<file path="src/rtl/uart_pkg.sv">
// rtl/uart_pkg.sv - shared constants, state encoding and helpers for the UART receiver
`timescale 1ns/1ps
package uart_pkg;

  localparam int CLKS_PER_BIT_DEF = 434;
  localparam int DATA_BITS_DEF    = 8;

  typedef enum logic [2:0] {
    IDLE  = 3'd0,
    START = 3'd1,
    DATA  = 3'd2,
    STOP  = 3'd3,
    BRK   = 3'd4
  } rx_state_t;

  function automatic int half_bit(input int clks_per_bit);
    return clks_per_bit / 2;
  endfunction

  localparam int HALF_BIT_DEF = half_bit(CLKS_PER_BIT_DEF);

endpackage

</file>
<file path="src/rtl/uart_rx_sync.sv">
// rtl/uart_rx_sync.sv - two-flop synchroniser for an asynchronous pin, resets to 1 (idle line)
`timescale 1ns/1ps
module uart_rx_sync (
  input  logic clk,
  input  logic nRst,
  input  logic d,
  output logic q
);

  logic meta;

  always_ff @(posedge clk or negedge nRst) begin
    if (!nRst) begin
      meta <= 1'b1;
      q    <= 1'b1;
    end else begin
      meta <= d;
      q    <= meta;
    end
  end

endmodule

</file>
<file path="src/rtl/uart_rx.sv">
// rtl/uart_rx.sv - 8N1 UART receiver: start qualification, mid-bit 2-of-3 voting, valid/ready output
`timescale 1ns/1ps
module uart_rx
  import uart_pkg::*;
#(
  parameter int CLKS_PER_BIT = CLKS_PER_BIT_DEF,
  parameter int DATA_BITS    = DATA_BITS_DEF
) (
  input  logic                 clk,
  input  logic                 nRst,
  input  logic                 rx,
  input  logic                 ready,
  output logic [DATA_BITS-1:0] data,
  output logic                 valid,
  output logic                 frame_err,
  output logic                 overrun,
  output logic                 busy
);

  localparam int H  = half_bit(CLKS_PER_BIT);
  localparam int CW = $clog2(CLKS_PER_BIT);
  localparam int IW = (DATA_BITS > 1) ? $clog2(DATA_BITS) : 1;

  localparam logic [CW-1:0] CNT_LAST = CW'(CLKS_PER_BIT - 1);
  localparam logic [CW-1:0] CNT_A    = CW'(H - 1);
  localparam logic [CW-1:0] CNT_B    = CW'(H);
  localparam logic [CW-1:0] CNT_DEC  = CW'(H + 1);
  localparam logic [IW-1:0] IDX_LAST = IW'(DATA_BITS - 1);

  logic                 rs;
  logic                 rs_prev;
  logic                 s_a;
  logic                 s_b;
  logic                 fall;
  logic                 maj;
  logic                 in_frame;
  logic                 decide;
  rx_state_t            state;
  logic [CW-1:0]        cnt;
  logic [IW-1:0]        idx;
  logic [DATA_BITS-1:0] shift;

  uart_rx_sync u_sync (
    .clk  (clk),
    .nRst (nRst),
    .d    (rx),
    .q    (rs)
  );

  always_comb begin
    fall     = rs_prev & ~rs;
    maj      = (s_a & s_b) | (s_a & rs) | (s_b & rs);
    in_frame = (state == START) || (state == DATA) || (state == STOP);
    decide   = in_frame && (cnt == CNT_DEC);
  end

  assign busy = (state != IDLE);

  // cnt sits at 0 in IDLE, so the cycle that sees the falling edge is cycle 0 of the start bit.
  always_ff @(posedge clk or negedge nRst) begin
    if (!nRst) begin
      state     <= IDLE;
      cnt       <= '0;
      idx       <= '0;
      shift     <= '0;
      rs_prev   <= 1'b1;
      s_a       <= 1'b1;
      s_b       <= 1'b1;
      data      <= '0;
      valid     <= 1'b0;
      frame_err <= 1'b0;
      overrun   <= 1'b0;
    end else begin
      rs_prev   <= rs;
      frame_err <= 1'b0;
      overrun   <= 1'b0;

      if (cnt == CNT_A) s_a <= rs;
      if (cnt == CNT_B) s_b <= rs;

      if (in_frame || (state == IDLE && fall))
        cnt <= (cnt == CNT_LAST) ? '0 : cnt + 1'b1;
      else
        cnt <= '0;

      if (valid && ready) valid <= 1'b0;

      case (state)
        IDLE: begin
          if (fall) state <= START;
        end
        START: begin
          if (decide) begin
            state <= maj ? IDLE : DATA;
            idx   <= '0;
          end
        end
        DATA: begin
          if (decide) begin
            shift <= {maj, shift[DATA_BITS-1:1]};
            idx   <= idx + 1'b1;
            if (idx == IDX_LAST) state <= STOP;
          end
        end
        STOP: begin
          // Leaving at mid-stop lets the next start edge be caught on back-to-back frames.
          if (decide) begin
            if (maj) begin
              state <= IDLE;
              if (!valid || ready) begin
                data  <= shift;
                valid <= 1'b1;
              end else begin
                overrun <= 1'b1;
              end
            end else begin
              state     <= BRK;
              frame_err <= 1'b1;
            end
          end
        end
        BRK: begin
          if (rs) state <= IDLE;
        end
        default: state <= IDLE;
      endcase
    end
  end

endmodule

</file>
<file path="config.mk">
export PLATFORM = sky130hd
export DESIGN_NAME = uart_rx
export DESIGN_NICKNAME = d
export VERILOG_FILES = /design/src/rtl/uart_pkg.sv /design/src/rtl/uart_rx_sync.sv /design/src/rtl/uart_rx.sv
export SDC_FILE = /design/constraint.sdc
export NUM_CORES = 1
export LEC_CHECK = 0
export BUFFER_PORTS_ARGS = -buffer_cell sky130_fd_sc_hd__buf_2
export CAP_MARGIN = 20
export CORE_ASPECT_RATIO = 0.9
export CORE_UTILIZATION = 62
export DETAILED_ROUTE_END_ITERATION = 10
export GPL_TIMING_DRIVEN = 0
export PLACE_DENSITY = 0.83
export SLEW_MARGIN = 15
export SYNTH_ARGS = -nofsm -noshare
export SYNTH_HDL_FRONTEND = slang
export SYNTH_HIERARCHICAL = 1
export SYNTH_SLANG_ARGS = --single-unit
</file>
<file path="constraint.sdc">
create_clock -name clk -period 4.4 [get_ports clk]
set_input_delay 0.88 -clock clk [delete_from_list [all_inputs] [get_ports clk]]
set_output_delay 0.88 -clock clk [all_outputs]
set_load 0.01 [all_outputs]
</file>
==> flow_summary.html, run 1 <==
<table>
<tr><th>Metric</th><th>Value</th></tr>
<tr><th colspan="2">Global route</th></tr>
<tr><td>Wire length of the first global-routing pass</td><td>5350 µm</td></tr>
<tr><td>Congestion Overflow GR</td><td>0</td></tr>
<tr><td>Number of antenna violations at the first check in global routing</td><td>0</td></tr>
<tr><td>Pin count of the biggest net entering global routing</td><td>40</td></tr>
<tr><td>Total routing resource utilization after global routing</td><td>25.0%</td></tr>
<tr><td>Vias in the first global route</td><td>1142</td></tr>
<tr><th colspan="2">Cells and area</th></tr>
<tr><td>Most frequent cells in the layout</td><td>sky130_fd_sc_hd__dfrtp_1, sky130_fd_sc_hd__mux2_2, sky130_fd_sc_hd__buf_2</td></tr>
<tr><td>Register area</td><td>982 µm²</td></tr>
<tr><td>Most common library cell in the layout ignoring fill and taps</td><td>sky130_fd_sc_hd__dfrtp_1</td></tr>
<tr><td>Layout fillers</td><td>199</td></tr>
<tr><td>Share of final-layout standard cells stronger than drive strength 1</td><td>29.1%</td></tr>
<tr><td>Multi-input gate area</td><td>752 µm²</td></tr>
<tr><td>Util after Layout</td><td>72.5%</td></tr>
<tr><td>Net count reported at finish</td><td>181</td></tr>
<tr><td>ANT cells</td><td>0</td></tr>
<tr><td>Relative area change from synthesis to final layout</td><td>11.1%</td></tr>
<tr><th colspan="2">STA</th></tr>
<tr><td>RSZ-0062 raised after global routing</td><td>false</td></tr>
<tr><td>Final critical-path setup slack</td><td>1850 ps</td></tr>
<tr><td>Hold violation total from the final report</td><td>0</td></tr>
<tr><td>Fmax</td><td>0.393 GHz</td></tr>
<tr><td>Ratio of final minimum period to clock period</td><td>57.9%</td></tr>
<tr><td>Post-Route Skew</td><td>11.7 ps</td></tr>
<tr><td>Minimum period implied by the final worst setup slack</td><td>2550 ps</td></tr>
<tr><td>Final setup vio count</td><td>0</td></tr>
<tr><td>Worst slew slack as a fraction of its limit</td><td>43.4%</td></tr>
<tr><td>Final count of pins violating max slew</td><td>0</td></tr>
<tr><td>Total Neg Setup Slack</td><td>0 ps</td></tr>
<tr><td>Actual slew at the worst max-slew pin</td><td>840 ps</td></tr>
<tr><th colspan="2">Flow run</th></tr>
<tr><td>Number of max-cap violations</td><td>0</td></tr>
<tr><th colspan="2">Placed design</th></tr>
<tr><td>Input/output buffers</td><td>15</td></tr>
<tr><td>RD Place Congestion</td><td>0.825</td></tr>
<tr><td>Pre-CTS worst setup slack</td><td>2090 ps</td></tr>
<tr><td>HPWL after DPL</td><td>2250 µm</td></tr>
<tr><th colspan="2">Synthesis</th></tr>
<tr><td>Sequential share of the synthesized area</td><td>55.2%</td></tr>
<tr><td>Async set or reset register ratio after synthesis</td><td>100%</td></tr>
<tr><td>Netlist area before placement</td><td>1780 µm²</td></tr>
<tr><td>Commonest register cell after synthesis</td><td>sky130_fd_sc_hd__dfrtp_1</td></tr>
<tr><td>Yosys Warn Count</td><td>6</td></tr>
<tr><td>Number of flops mapped to enable cells by yosys</td><td>0</td></tr>
<tr><td>Post-synthesis register bit count</td><td>39</td></tr>
<tr><td>Count of distinct cell types in the synthesized netlist</td><td>35</td></tr>
<tr><td>Syn Area/Cell</td><td>11.9 µm²</td></tr>
<tr><td>Mapped Cells</td><td>149</td></tr>
<tr><td>Synthesized Nets</td><td>159</td></tr>
<tr><th colspan="2">Power and ir drop</th></tr>
<tr><td>Total power</td><td>0.000759 W</td></tr>
<tr><td>Reported leakage power</td><td>0.961 nW</td></tr>
<tr><td>Register share of total power</td><td>58.7%</td></tr>
<tr><td>Power share of the combinational group</td><td>13.9%</td></tr>
<tr><td>Clock share of power</td><td>27.4%</td></tr>
<tr><td>Internal power contribution</td><td>0.000536 W</td></tr>
<tr><td>Switching power summed over all nets</td><td>0.000223 W</td></tr>
<tr><td>Peak supply drop</td><td>0.365 mV</td></tr>
<tr><td>Proportion of total power due to net switching</td><td>29.4%</td></tr>
<tr><td>Power density over the cells</td><td>384 nW/µm²</td></tr>
<tr><th colspan="2">Routing</th></tr>
<tr><td>Via Count</td><td>1196</td></tr>
<tr><td>Average vias per placed instance</td><td>5.64</td></tr>
<tr><td>Final WL</td><td>3120 µm</td></tr>
<tr><td>Antenna Violating Nets Remaining</td><td>0</td></tr>
<tr><td>Average detailed-routed wire length per instance</td><td>14.7 µm</td></tr>
<tr><td>Router iterations before antenna repair</td><td>4</td></tr>
<tr><td>DRC violation count after routing</td><td>0</td></tr>
<tr><td>Initial DRC Count</td><td>71</td></tr>
<tr><th colspan="2">Worst setup path</th></tr>
<tr><td>Kind of launch point of the worst setup path</td><td>register</td></tr>
<tr><td>Type of the worst setup path</td><td>register to primary output</td></tr>
<tr><td>Signal arrival time at the worst endpoint</td><td>1670 ps</td></tr>
<tr><td>Largest driver fanout on the critical path</td><td>10</td></tr>
<tr><td>Kind of capture point of the worst setup path</td><td>primary output</td></tr>
<tr><td>Required time at the endpoint of the critical path</td><td>3520 ps</td></tr>
<tr><th colspan="2">Floorplan</th></tr>
<tr><td>X dimension of the die</td><td>58.5 µm</td></tr>
<tr><td>Standard cell core area</td><td>2730 µm²</td></tr>
<tr><td>Number of top-level pins</td><td>16</td></tr>
<tr><td>Die outline area</td><td>3090 µm²</td></tr>
<tr><td>Std cell rows</td><td>18</td></tr>
<tr><td>Effective utilization at floorplan</td><td>65.3%</td></tr>
<tr><td>Height of the chip</td><td>52.8 µm</td></tr>
<tr><th colspan="2">CTS</th></tr>
<tr><td>CTS tree</td><td>built</td></tr>
<tr><td>Worst skew pair latency</td><td>350 ps</td></tr>
<tr><td>Number of buffers created by CTS</td><td>5</td></tr>
<tr><td>Post-cts sizing count</td><td>0</td></tr>
<tr><td>Buffer levels on the longest clock path</td><td>2</td></tr>
<tr><td>Sink Count</td><td>39</td></tr>
<tr><td>Post-CTS setup repair buffer count</td><td>0</td></tr>
<tr><td>Number of hold-repair buffers added at the cts stage</td><td>0</td></tr>
<tr><td>Clock slew at the register clock pins of the worst setup and hold paths</td><td>120 ps</td></tr>
<tr><td>Root Buffer</td><td>sky130_fd_sc_hd__clkbuf_4</td></tr>
<tr><td>H-tree depth reported by CTS</td><td>2</td></tr>
<tr><th colspan="2">Min path</th></tr>
<tr><td>Worst hold path type</td><td>register to register</td></tr>
<tr><th colspan="2">Outcome</th></tr>
<tr><td>Status</td><td>finished clean</td></tr>
</table>
==> cell usage after synthesis, types with 3 or more instances <==
library cell / number / area share (%)
sky130_fd_sc_hd__clkbuf_1: 4 / 0.84
sky130_fd_sc_hd__dfstp_2: 5 / 7.4
sky130_fd_sc_hd__inv_1: 8 / 1.7
sky130_fd_sc_hd__o221ai_1: 3 / 1.5
sky130_fd_sc_hd__nand2b_1: 4 / 1.4
sky130_fd_sc_hd__o21ai_0: 3 / 0.84
sky130_fd_sc_hd__dfrtp_1: 34 / 48
sky130_fd_sc_hd__nand3_1: 9 / 2.5
sky130_fd_sc_hd__xor2_1: 3 / 1.5
sky130_fd_sc_hd__nand4b_1: 3 / 1.5
sky130_fd_sc_hd__mux2_2: 18 / 11
sky130_fd_sc_hd__a21oi_1: 3 / 0.84
sky130_fd_sc_hd__ha_1: 6 / 4.2
sky130_fd_sc_hd__nand2_1: 8 / 1.7
sky130_fd_sc_hd__nor2_1: 11 / 2.3
sky130_fd_sc_hd__xnor2_1: 4 / 2.0
sky130_fd_sc_hd__nor3_1: 5 / 1.4
==> per-stage QoR <==
stage / area, µm² / instances / hold slack (ps)
final: 1980 / 212 / 368
after global routing: 1980 / 212 / 374
after CTS: 1980 / 212 / 371
after detailed placement: 1900 / 204 / 354
after global placement: 1900 / 204 / 346
after floorplan: 1780 / 149 / 345
==> worst max-delay path, cell delays in order, from the launching register on <==
cell	delay, ps
sky130_fd_sc_hd__dfrtp_1	380
sky130_fd_sc_hd__clkbuf_1	160
sky130_fd_sc_hd__clkbuf_1	230
sky130_fd_sc_hd__or3_1	400
sky130_fd_sc_hd__buf_2	140
==> final cells by class <==
class                   instances  share of cell area [%]
multi-input cells              98                    38.0
inverters                       8                    1.52
well taps                      40                    2.53
plain buffers                   4                   0.759
clock buffers                   7                    3.29
clock inverters                 1                   0.380
flip-flops and latches         39                    49.7
repair buffers                 15                    3.80
==> flip-flops by register name (all words and copies together), names as in the netlist, 3 cells and up <==
register and count:
data 8, state 3, cnt 9, idx 3, shift 8
==> power groups by stage <==
| stage | Clock, W | Sequential, W | Combinational, W |
|---|---|---|---|
| after global routing | 0.000227 | 0.000455 | 0.000120 |
| after floorplan | 0 | 0.000438 | 0.0000800 |
| final | 0.000208 | 0.000446 | 0.000106 |
| after detailed placement | 0 | 0.000451 | 0.000106 |
| after global placement | 0 | 0.000448 | 0.0000956 |
| after CTS | 0.000211 | 0.000445 | 0.000108 |
==> final timing paths <==
check | startpoint | end | slack, ps | cells past startpoint
max | state[1]$_DFFE_PN0P_ | busy | 1850 | 4
min | u_sync/meta$_DFF_PN1_ | u_sync/q$_DFF_PN1_ | 370 | 0
max reg2reg | u_sync/q$_DFF_PN1_ | data[5]$_DFFE_PN0P_ | 2100 | 4
min reg2reg | u_sync/meta$_DFF_PN1_ | u_sync/q$_DFF_PN1_ | 370 | 0
max in group asynchronous | nRst | data[0]$_DFFE_PN0P_ | 3260 | 1
min in group asynchronous | nRst | state[1]$_DFFE_PN0P_ | 610 | 1
==> routing by layer <==
layer | wire (µm) | vias to the layer above | track usage [%]
met5 | 0 | - | 0
met4 | 31 | 0 | 8.33
met3 | 136 | 4 | 8.89
met2 | 1660 | 30 | 42.9
met1 | 1290 | 594 | 29.2
li1 | - | 568 | -
==> cell families after synthesis <==
group / after synthesis / share of synthesized area (%)
buffers and inverters: 12 / 2.53
XOR/XNOR: 7 / 3.45
flip-flops: 39 / 55.2
multiplexers: 18 / 11.4
AO/OA/AOI/OAI: 15 / 6.40
AND/OR/NAND/NOR: 51 / 16.2
adder cells (fa/ha/maj): 7 / 4.78
(Power assumes the default switching activity.)
==> run 2: changes to the inputs <==
--- a/config.mk
+++ b/config.mk
@@ -5,13 +5,14 @@
 export SDC_FILE = /design/constraint.sdc
 export NUM_CORES = 1
 export LEC_CHECK = 0
+export ABC_AREA = 1
 export BUFFER_PORTS_ARGS = -buffer_cell sky130_fd_sc_hd__buf_2
 export CAP_MARGIN = 20
 export CORE_ASPECT_RATIO = 0.9
-export CORE_UTILIZATION = 62
+export CORE_UTILIZATION = 58
 export DETAILED_ROUTE_END_ITERATION = 10
 export GPL_TIMING_DRIVEN = 0
-export PLACE_DENSITY = 0.83
+export PLACE_DENSITY = 0.78
 export SLEW_MARGIN = 15
 export SYNTH_ARGS = -nofsm -noshare
 export SYNTH_HDL_FRONTEND = slang
==> constraint.sdc (replaced) <==
create_clock -name clk -period 2.5 [get_ports clk]
set_input_delay 0.5 -clock clk [delete_from_list [all_inputs] [get_ports clk]]
set_output_delay 0.5 -clock clk [all_outputs]
set_load 0.01 [all_outputs]
==> run 2 against run 1 <==
Hold slack worse by 130 ps. Final area about the same. Clock skew is 6.5 ps lower. First-iteration DRC count shrank 5.6%. Global-route usage is 3.9 points lower. Final cell count rose by 26%. Worst setup slack got worse by 1100 ps. Sequential cell count unchanged. Sequential power grew 66%. Combinational power increased to 3.2 times the previous value. Die area up 7.7%.
==> flow_summary.html, run 2 <==
<table>
<tr><th>Metric</th><th>Value</th></tr>
<tr><th colspan="2">Outcome</th></tr>
<tr><td>Status</td><td>finished clean</td></tr>
<tr><th colspan="2">Power and ir drop</th></tr>
<tr><td>Register share of total power</td><td>53.6%</td></tr>
<tr><td>Internal power contribution</td><td>0.000897 W</td></tr>
<tr><td>Proportion of total power due to net switching</td><td>35.0%</td></tr>
<tr><td>Clock share of power</td><td>21.5%</td></tr>
<tr><td>Switching power summed over all nets</td><td>0.000483 W</td></tr>
<tr><td>Reported leakage power</td><td>1.04 nW</td></tr>
<tr><td>Total power</td><td>0.00138 W</td></tr>
<tr><td>Power share of the combinational group</td><td>24.8%</td></tr>
<tr><td>Power density over the cells</td><td>698 nW/µm²</td></tr>
<tr><td>Peak supply drop</td><td>0.478 mV</td></tr>
<tr><th colspan="2">Synthesis</th></tr>
<tr><td>Sequential share of the synthesized area</td><td>54.6%</td></tr>
<tr><td>Mapped Cells</td><td>204</td></tr>
<tr><td>Post-synthesis register bit count</td><td>39</td></tr>
<tr><td>Fraction of synthesized cell area taken by the top area cell type</td><td>47.3%</td></tr>
<tr><td>Netlist area before placement</td><td>1800 µm²</td></tr>
<tr><td>Yosys Warn Count</td><td>6</td></tr>
<tr><td>Async set or reset register ratio after synthesis</td><td>100%</td></tr>
<tr><td>Commonest register cell after synthesis</td><td>sky130_fd_sc_hd__dfrtp_1</td></tr>
<tr><td>Xor-xnor portion of the synthesized cell area</td><td>2.44%</td></tr>
<tr><td>Cell type contributing the most total cell area after synthesis</td><td>sky130_fd_sc_hd__dfrtp_1</td></tr>
<tr><td>Main combinational cell family by area after synthesis</td><td>simple AND/OR/NAND/NOR gates</td></tr>
<tr><td>Synthesized Nets</td><td>214</td></tr>
<tr><td>Number of flops mapped to enable cells by yosys</td><td>0</td></tr>
<tr><td>Simple-gate portion of the synthesized area</td><td>30.1%</td></tr>
<tr><td>Most used standard cell by instance count after synthesis</td><td>sky130_fd_sc_hd__nand2_1</td></tr>
<tr><td>Top post-synthesis cells by area</td><td>sky130_fd_sc_hd__dfrtp_1, sky130_fd_sc_hd__nand2_1, sky130_fd_sc_hd__dfstp_2</td></tr>
<tr><td>Adder and majority gate portion of the synthesized area</td><td>4.18%</td></tr>
<tr><td>Fraction of synthesized area in multiplexers</td><td>0%</td></tr>
<tr><td>Count of distinct cell types in the synthesized netlist</td><td>22</td></tr>
<tr><td>Top post-synthesis cells by count</td><td>sky130_fd_sc_hd__nand2_1, sky130_fd_sc_hd__dfrtp_1, sky130_fd_sc_hd__nor2_1</td></tr>
<tr><td>Syn Area/Cell</td><td>8.81 µm²</td></tr>
<tr><td>Compound-cell area share of the yosys netlist</td><td>3.83%</td></tr>
<tr><th colspan="2">Placed design</th></tr>
<tr><td>Input/output buffers</td><td>15</td></tr>
<tr><td>HPWL after DPL</td><td>2270 µm</td></tr>
<tr><td>RD Place Congestion</td><td>0.856</td></tr>
<tr><th colspan="2">Global route</th></tr>
<tr><td>Congestion Overflow GR</td><td>0</td></tr>
<tr><td>Total routing resource utilization after global routing</td><td>21.1%</td></tr>
<tr><td>Wire length of the first global-routing pass</td><td>4930 µm</td></tr>
<tr><td>Pin count of the biggest net entering global routing</td><td>40</td></tr>
<tr><td>Number of antenna violations at the first check in global routing</td><td>0</td></tr>
<tr><td>Vias in the first global route</td><td>1206</td></tr>
<tr><th colspan="2">STA</th></tr>
<tr><td>Ratio of final minimum period to clock period</td><td>71.0%</td></tr>
<tr><td>Fmax</td><td>0.563 GHz</td></tr>
<tr><td>Final count of pins violating max slew</td><td>0</td></tr>
<tr><td>Final setup vio count</td><td>0</td></tr>
<tr><td>RSZ-0062 raised after global routing</td><td>false</td></tr>
<tr><td>Actual slew at the worst max-slew pin</td><td>818 ps</td></tr>
<tr><td>Post-Route Skew</td><td>5.20 ps</td></tr>
<tr><td>Hold violation total from the final report</td><td>0</td></tr>
<tr><td>Minimum period implied by the final worst setup slack</td><td>1780 ps</td></tr>
<tr><td>Worst slew slack as a fraction of its limit</td><td>45.5%</td></tr>
<tr><td>Total Neg Setup Slack</td><td>0 ps</td></tr>
<tr><th colspan="2">Cells and area</th></tr>
<tr><td>Multi-input gate area</td><td>729 µm²</td></tr>
<tr><td>ANT cells</td><td>0</td></tr>
<tr><td>Biggest regs</td><td>cnt x9, data x8, shift x8</td></tr>
<tr><td>Share of final-layout standard cells stronger than drive strength 1</td><td>18.5%</td></tr>
<tr><td>Number of flip-flops in the largest register</td><td>9</td></tr>
<tr><td>Relative area change from synthesis to final layout</td><td>9.88%</td></tr>
<tr><td>Register with the most flip-flops</td><td>cnt</td></tr>
<tr><td>Most common library cell in the layout ignoring fill and taps</td><td>sky130_fd_sc_hd__nand2_1</td></tr>
<tr><td>Layout fillers</td><td>224</td></tr>
<tr><td>Register area</td><td>982 µm²</td></tr>
<tr><td>Net count reported at finish</td><td>236</td></tr>
<tr><td>Most frequent cells in the layout</td><td>sky130_fd_sc_hd__nand2_1, sky130_fd_sc_hd__dfrtp_1, sky130_fd_sc_hd__nor2_1</td></tr>
<tr><th colspan="2">Worst setup path</th></tr>
<tr><td>Critical Path Slowest Stage Cell</td><td>sky130_fd_sc_hd__dfrtp_1</td></tr>
<tr><td>Type of the worst setup path</td><td>register to primary output</td></tr>
<tr><td>Required time at the endpoint of the critical path</td><td>2000 ps</td></tr>
<tr><td>Largest driver fanout on the critical path</td><td>5</td></tr>
<tr><td>Signal arrival time at the worst endpoint</td><td>1280 ps</td></tr>
<tr><td>Kind of launch point of the worst setup path</td><td>register</td></tr>
<tr><td>Kind of capture point of the worst setup path</td><td>primary output</td></tr>
<tr><td>Largest stage delay, worst path</td><td>440 ps</td></tr>
<tr><td>Chain of cells forming the critical path</td><td>nor2_1, nand2_1, buf_2</td></tr>
<tr><th colspan="2">Min path</th></tr>
<tr><td>Worst hold path type</td><td>input port to async pin</td></tr>
<tr><th colspan="2">CTS</th></tr>
<tr><td>Post-cts sizing count</td><td>0</td></tr>
<tr><td>Clock slew at the register clock pins of the worst setup and hold paths</td><td>110 ps</td></tr>
<tr><td>Post-CTS setup repair buffer count</td><td>0</td></tr>
<tr><td>H-tree depth reported by CTS</td><td>2</td></tr>
<tr><td>Sink Count</td><td>39</td></tr>
<tr><td>Worst skew pair latency</td><td>340 ps</td></tr>
<tr><td>Root Buffer</td><td>sky130_fd_sc_hd__clkbuf_4</td></tr>
<tr><td>Buffer levels on the longest clock path</td><td>2</td></tr>
<tr><td>CTS tree</td><td>built</td></tr>
<tr><td>Number of hold-repair buffers added at the cts stage</td><td>0</td></tr>
<tr><td>Number of buffers created by CTS</td><td>5</td></tr>
<tr><th colspan="2">Floorplan</th></tr>
<tr><td>Std cell rows</td><td>18</td></tr>
<tr><td>Number of top-level pins</td><td>16</td></tr>
<tr><td>Die outline area</td><td>3330 µm²</td></tr>
<tr><td>X dimension of the die</td><td>60.7 µm</td></tr>
<tr><td>Effective utilization at floorplan</td><td>63.4%</td></tr>
<tr><td>Height of the chip</td><td>54.8 µm</td></tr>
<tr><td>Standard cell core area</td><td>2840 µm²</td></tr>
<tr><th colspan="2">Routing</th></tr>
<tr><td>Antenna Violating Nets Remaining</td><td>0</td></tr>
<tr><td>Via Count</td><td>1355</td></tr>
<tr><td>Final WL</td><td>3030 µm</td></tr>
<tr><td>Initial DRC Count</td><td>67</td></tr>
<tr><td>DRC violation count after routing</td><td>0</td></tr>
<tr><td>Average detailed-routed wire length per instance</td><td>11.3 µm</td></tr>
<tr><td>Router iterations before antenna repair</td><td>4</td></tr>
<tr><td>Average vias per placed instance</td><td>5.07</td></tr>
<tr><th colspan="2">Flow run</th></tr>
<tr><td>Number of max-cap violations</td><td>0</td></tr>
</table>
## run 2: area by class of cell
type	instances	area share (%)
plain buffers	2	0.760
clock buffers	5	1.90
clock inverters	3	0.760
inverters	19	3.61
multi-input cells	144	36.9
flip-flops and latches	39	49.7
well taps	40	2.53
repair buffers	15	3.80
## run 2: power by group through the flow
stage / Sequential (W) / Clock (W) / Combinational (W)
2_1_floorplan: 0.000738 / 0 / 0.000262
3_3_place_gp: 0.000746 / 0 / 0.000326
3_5_place_dp: 0.000751 / 0 / 0.000344
4_1_cts: 0.000739 / 0.000312 / 0.000346
5_1_grt: 0.000748 / 0.000336 / 0.000400
6_report: 0.000740 / 0.000297 / 0.000343
## run 2: routing by layer
metal | GRT usage, % | share of wire, % | up-vias
li1 | - | - | 691
met1 | 25.0 | 47 | 634
met2 | 35.7 | 47 | 25
met3 | 5.67 | 4.1 | 5
met4 | 10.2 | 1.5 | 0
met5 | 0 | 0 | -
## run 2: final timing paths
path / from / to / slack [ps] / cells after the start
hold / removal: nRst / cnt[6]$_DFF_PN0_ / 240 / 1
hold reg to reg: u_sync/meta$_DFF_PN1_ / u_sync/q$_DFF_PN1_ / 360 / 0
max in group asynchronous: nRst / state[2]$_DFFE_PN0P_ / 1740 / 1
min in group clk: rx / u_sync/meta$_DFF_PN1_ / 250 / 1
setup reg to reg: u_sync/q$_DFF_PN1_ / data[7]$_DFFE_PN0P_ / 980 / 7
setup / recovery: state[1]$_DFFE_PN0P_ / busy / 720 / 3
## run 2: kinds of logic (layout without fill, tap and decap cells)
| logic type | Yosys count | in the layout |
|---|---|---|
| xor gates and xnor gates | 5 | 5 |
| adders and majority gates | 6 | 6 |
| DFF | 39 | 39 |
| AOI/OAI and AO/OA | 13 | 13 |
| and+or+nand+nor | 120 | 120 |
| buffers and inverters | 21 | 44 |
## run 2: worst max-delay path: cells and delay by family, from the launching register on
family        cells  cell delay (ps)
buf+inv           1              150
flops             1              440
simple gates      2              360
## run 2: per-stage QoR
step | hold WS (ps) | std cells | util, % | worst slack [ps] | cell area, µm²
detailed placement | 348 | 259 | 67.8 | 988 | 1920
finish | 243 | 267 | 69.6 | 724 | 1980
global route | 220 | 267 | 69.6 | 600 | 1980
CTS | 232 | 267 | 69.6 | 719 | 1980
global placement | 349 | 259 | 67.8 | 1020 | 1920
floorplan | 204 | 204 | - | 1170 | 1800
==> run 3: changes to the inputs <==
--- a/config.mk
+++ b/config.mk
@@ -5,7 +5,7 @@
 export SDC_FILE = /design/constraint.sdc
 export NUM_CORES = 1
 export LEC_CHECK = 0
-export ABC_AREA = 1
+export ABC_AREA = 0
 export BUFFER_PORTS_ARGS = -buffer_cell sky130_fd_sc_hd__buf_2
 export CAP_MARGIN = 20
 export CORE_ASPECT_RATIO = 0.9
==> constraint.sdc (replaced) <==
create_clock -name clk -period 1.7 [get_ports clk]
set_input_delay 0.34 -clock clk [delete_from_list [all_inputs] [get_ports clk]]
set_output_delay 0.34 -clock clk [all_outputs]
set_load 0.01 [all_outputs]
==> run 3 against run 2 <==
The run now ends with setup timing left. Final area increased by 14%. Sequential share of layout area is 5.7 points lower. Final cell count decreased by 14%. Clock skew is 9.6 ps higher. Largest cell class unchanged. Sequential cell count stayed put. Count of clock-buffer cells in the layout did not move. Clock power up 58%. Largest power group unchanged. Critical path depth is 2 higher. Hold slack got worse by 180 ps.
==> flow_summary.html, run 3 (synthesis gave the netlist of run 1 again) <==
<table>
<tr><th>Metric</th><th>Value</th></tr>
<tr><th colspan="2">Outcome</th></tr>
<tr><td>Status</td><td>finished, violations left</td></tr>
<tr><td>Violations in the final reports</td><td>setup timing</td></tr>
<tr><th colspan="2">Worst setup path</th></tr>
<tr><td>Worst reg2reg path endpoint</td><td>data[4]$_DFFE_PN0P_</td></tr>
<tr><td>Internal reg-to-reg setup slack</td><td>-250 ps</td></tr>
<tr><td>Required time at the endpoint of the critical path</td><td>1950 ps</td></tr>
<tr><td>Largest driver fanout on the critical path</td><td>8</td></tr>
<tr><td>Kind of launch point of the worst setup path</td><td>register</td></tr>
<tr><td>Type of the worst setup path</td><td>register to register</td></tr>
<tr><td>Signal arrival time at the worst endpoint</td><td>2200 ps</td></tr>
<tr><td>Kind of capture point of the worst setup path</td><td>register</td></tr>
<tr><td>Reg2reg path depth</td><td>5</td></tr>
<tr><td>RR Startpoint</td><td>s_a$_DFFE_PN1N_</td></tr>
<tr><th colspan="2">STA</th></tr>
<tr><td>Worst slew slack as a fraction of its limit</td><td>45.5%</td></tr>
<tr><td>Ratio of final minimum period to clock period</td><td>115%</td></tr>
<tr><td>Actual slew at the worst max-slew pin</td><td>818 ps</td></tr>
<tr><td>Final critical-path setup slack</td><td>-248 ps</td></tr>
<tr><td>RSZ-0062 raised after global routing</td><td>true</td></tr>
<tr><td>Minimum period implied by the final worst setup slack</td><td>1950 ps</td></tr>
<tr><td>Post-Route Skew</td><td>14.8 ps</td></tr>
<tr><td>Final setup vio count</td><td>9</td></tr>
<tr><td>Hold violation total from the final report</td><td>0</td></tr>
<tr><td>Total Neg Setup Slack</td><td>-2040 ps</td></tr>
<tr><td>Final count of pins violating max slew</td><td>0</td></tr>
<tr><td>Fmax</td><td>0.513 GHz</td></tr>
<tr><th colspan="2">Floorplan</th></tr>
<tr><td>X dimension of the die</td><td>60.4 µm</td></tr>
<tr><td>Height of the chip</td><td>54.5 µm</td></tr>
<tr><td>Number of top-level pins</td><td>16</td></tr>
<tr><td>Standard cell core area</td><td>2840 µm²</td></tr>
<tr><td>Effective utilization at floorplan</td><td>62.7%</td></tr>
<tr><td>Std cell rows</td><td>18</td></tr>
<tr><td>Die outline area</td><td>3290 µm²</td></tr>
<tr><th colspan="2">Power and ir drop</th></tr>
<tr><td>Reported leakage power</td><td>1.07 nW</td></tr>
<tr><td>Power density over the cells</td><td>895 nW/µm²</td></tr>
<tr><td>Peak supply drop</td><td>0.728 mV</td></tr>
<tr><td>Total power</td><td>0.00201 W</td></tr>
<tr><th colspan="2">Routing</th></tr>
<tr><td>Via Count</td><td>1310</td></tr>
<tr><td>Router iterations before antenna repair</td><td>6</td></tr>
<tr><td>DRC violation count after routing</td><td>0</td></tr>
<tr><td>Final WL</td><td>3530 µm</td></tr>
<tr><td>Average detailed-routed wire length per instance</td><td>15.4 µm</td></tr>
<tr><td>Average vias per placed instance</td><td>5.72</td></tr>
<tr><td>Antenna Violating Nets Remaining</td><td>0</td></tr>
<tr><td>Initial DRC Count</td><td>101</td></tr>
<tr><th colspan="2">Global route</th></tr>
<tr><td>Total routing resource utilization after global routing</td><td>24.2%</td></tr>
<tr><td>Congestion Overflow GR</td><td>0</td></tr>
<tr><td>Vias in the first global route</td><td>1196</td></tr>
<tr><td>Number of antenna violations at the first check in global routing</td><td>0</td></tr>
<tr><td>Wire length of the first global-routing pass</td><td>5540 µm</td></tr>
<tr><td>Pin count of the biggest net entering global routing</td><td>40</td></tr>
<tr><th colspan="2">Cells and area</th></tr>
<tr><td>Most frequent cells in the layout</td><td>sky130_fd_sc_hd__dfrtp_1, sky130_fd_sc_hd__buf_4, sky130_fd_sc_hd__buf_2</td></tr>
<tr><td>Most common library cell in the layout ignoring fill and taps</td><td>sky130_fd_sc_hd__dfrtp_1</td></tr>
<tr><td>Biggest regs</td><td>cnt x9, data x8, shift x8</td></tr>
<tr><td>Register with the most flip-flops</td><td>cnt</td></tr>
<tr><td>Net count reported at finish</td><td>198</td></tr>
<tr><td>Relative area change from synthesis to final layout</td><td>26.2%</td></tr>
<tr><td>Number of flip-flops in the largest register</td><td>9</td></tr>
<tr><td>ANT cells</td><td>0</td></tr>
<tr><td>Layout fillers</td><td>173</td></tr>
<tr><td>Share of final-layout standard cells stronger than drive strength 1</td><td>46.0%</td></tr>
<tr><th colspan="2">Placed design</th></tr>
<tr><td>RD Place Congestion</td><td>0.765</td></tr>
<tr><td>HPWL after DPL</td><td>2180 µm</td></tr>
<tr><td>Pre-CTS worst setup slack</td><td>-490 ps</td></tr>
<tr><td>Input/output buffers</td><td>15</td></tr>
<tr><th colspan="2">Flow run</th></tr>
<tr><td>Number of max-cap violations</td><td>0</td></tr>
<tr><th colspan="2">CTS</th></tr>
<tr><td>Buffer levels on the longest clock path</td><td>2</td></tr>
<tr><td>Root Buffer</td><td>sky130_fd_sc_hd__clkbuf_4</td></tr>
<tr><td>CTS tree</td><td>built</td></tr>
<tr><td>Clock slew at the register clock pins of the worst setup and hold paths</td><td>120 ps</td></tr>
<tr><td>Sink Count</td><td>39</td></tr>
<tr><td>Number of buffers created by CTS</td><td>5</td></tr>
<tr><td>Worst skew pair latency</td><td>360 ps</td></tr>
<tr><td>H-tree depth reported by CTS</td><td>2</td></tr>
<tr><th colspan="2">Min path</th></tr>
<tr><td>Worst hold path type</td><td>input port to async pin</td></tr>
</table>
run 3: changes by cell type in the layout (fill, tap and decap cells not counted), moves of 7 or more:
cell,change
sky130_fd_sc_hd__nand2_1,-59
sky130_fd_sc_hd__nand4_1,-8
sky130_fd_sc_hd__o21ai_0,-7
sky130_fd_sc_hd__mux2_4,+8
sky130_fd_sc_hd__mux2_2,+10
sky130_fd_sc_hd__buf_4,+17
sky130_fd_sc_hd__inv_1,-9
sky130_fd_sc_hd__nor2_1,-10
run 3: critical path: stages, from the launching register on:
cell	delay (ps)
sky130_fd_sc_hd__dfstp_2	550
sky130_fd_sc_hd__maj3_2	200
sky130_fd_sc_hd__or4b_4	470
sky130_fd_sc_hd__nor3_4	160
sky130_fd_sc_hd__buf_12	160
sky130_fd_sc_hd__mux2_4	300
run 3: layer usage:
| layer | share of wire (%) | global-route usage (%) |
|---|---|---|
| met1 | 44 | 28.7 |
| met3 | 3.3 | 6.38 |
| met2 | 52 | 42.1 |
| met5 | 0 | 0 |
| met4 | 1.3 | 9.30 |
run 3: how the worst max path moves through the flow:
stage	from	endpoint	slack, ps	cells after the start
after global routing	s_a$_DFFE_PN1N_	data[7]$_DFFE_PN0P_	-290	5
final	s_a$_DFFE_PN1N_	data[4]$_DFFE_PN0P_	-250	5
after global placement	u_sync/q$_DFF_PN1_	data[1]$_DFFE_PN0P_	-460	4
after CTS	s_b$_DFFE_PN1N_	data[0]$_DFFE_PN0P_	-290	5
after floorplan	u_sync/q$_DFF_PN1_	data[0]$_DFFE_PN0P_	-290	4
after detailed placement	u_sync/q$_DFF_PN1_	data[0]$_DFFE_PN0P_	-490	4
run 3: metrics by stage:
step                      std cells  util, %  area, µm²  hold WS, ps
after floorplan                 149        -       1800         44.4
after global placement          204     67.9       1930          347
after detailed placement        204     67.9       1930          349
after CTS                       222     76.0       2160         72.2
after global routing            229     79.1       2240         58.0
final                           229     79.1       2240         65.8
run 3: what timing repair did:
action                                  in CTS  in global routing
buffers inserted                            11                  7
pin swaps                                    4                  7
hold buffers                                 0                  0
endpoints found under the setup margin      31                 31
resized for setup                           21                 13
run 3: cell type report:
class                           instances  area [µm²]  share of cell area (%)
Tap cell                               40        50.0                    2.23
Clock inverter                          3        20.0                   0.892
Multi-Input combinational cell         98         862                    38.4
Timing Repair Buffer                   33         223                    9.92
Clock buffer                            5        37.5                    1.67
Buffer                                  3        33.8                    1.51
Inverter                                8        30.0                    1.34
Sequential cell                        39         988                    44.0
run 3: power by group:
part,switching [W],internal (W),leakage (nW)
Clock,0.000312,0.000158,0.0272
Combinational,0.000171,0.000195,0.544
Sequential,0.000149,0.00102,0.502
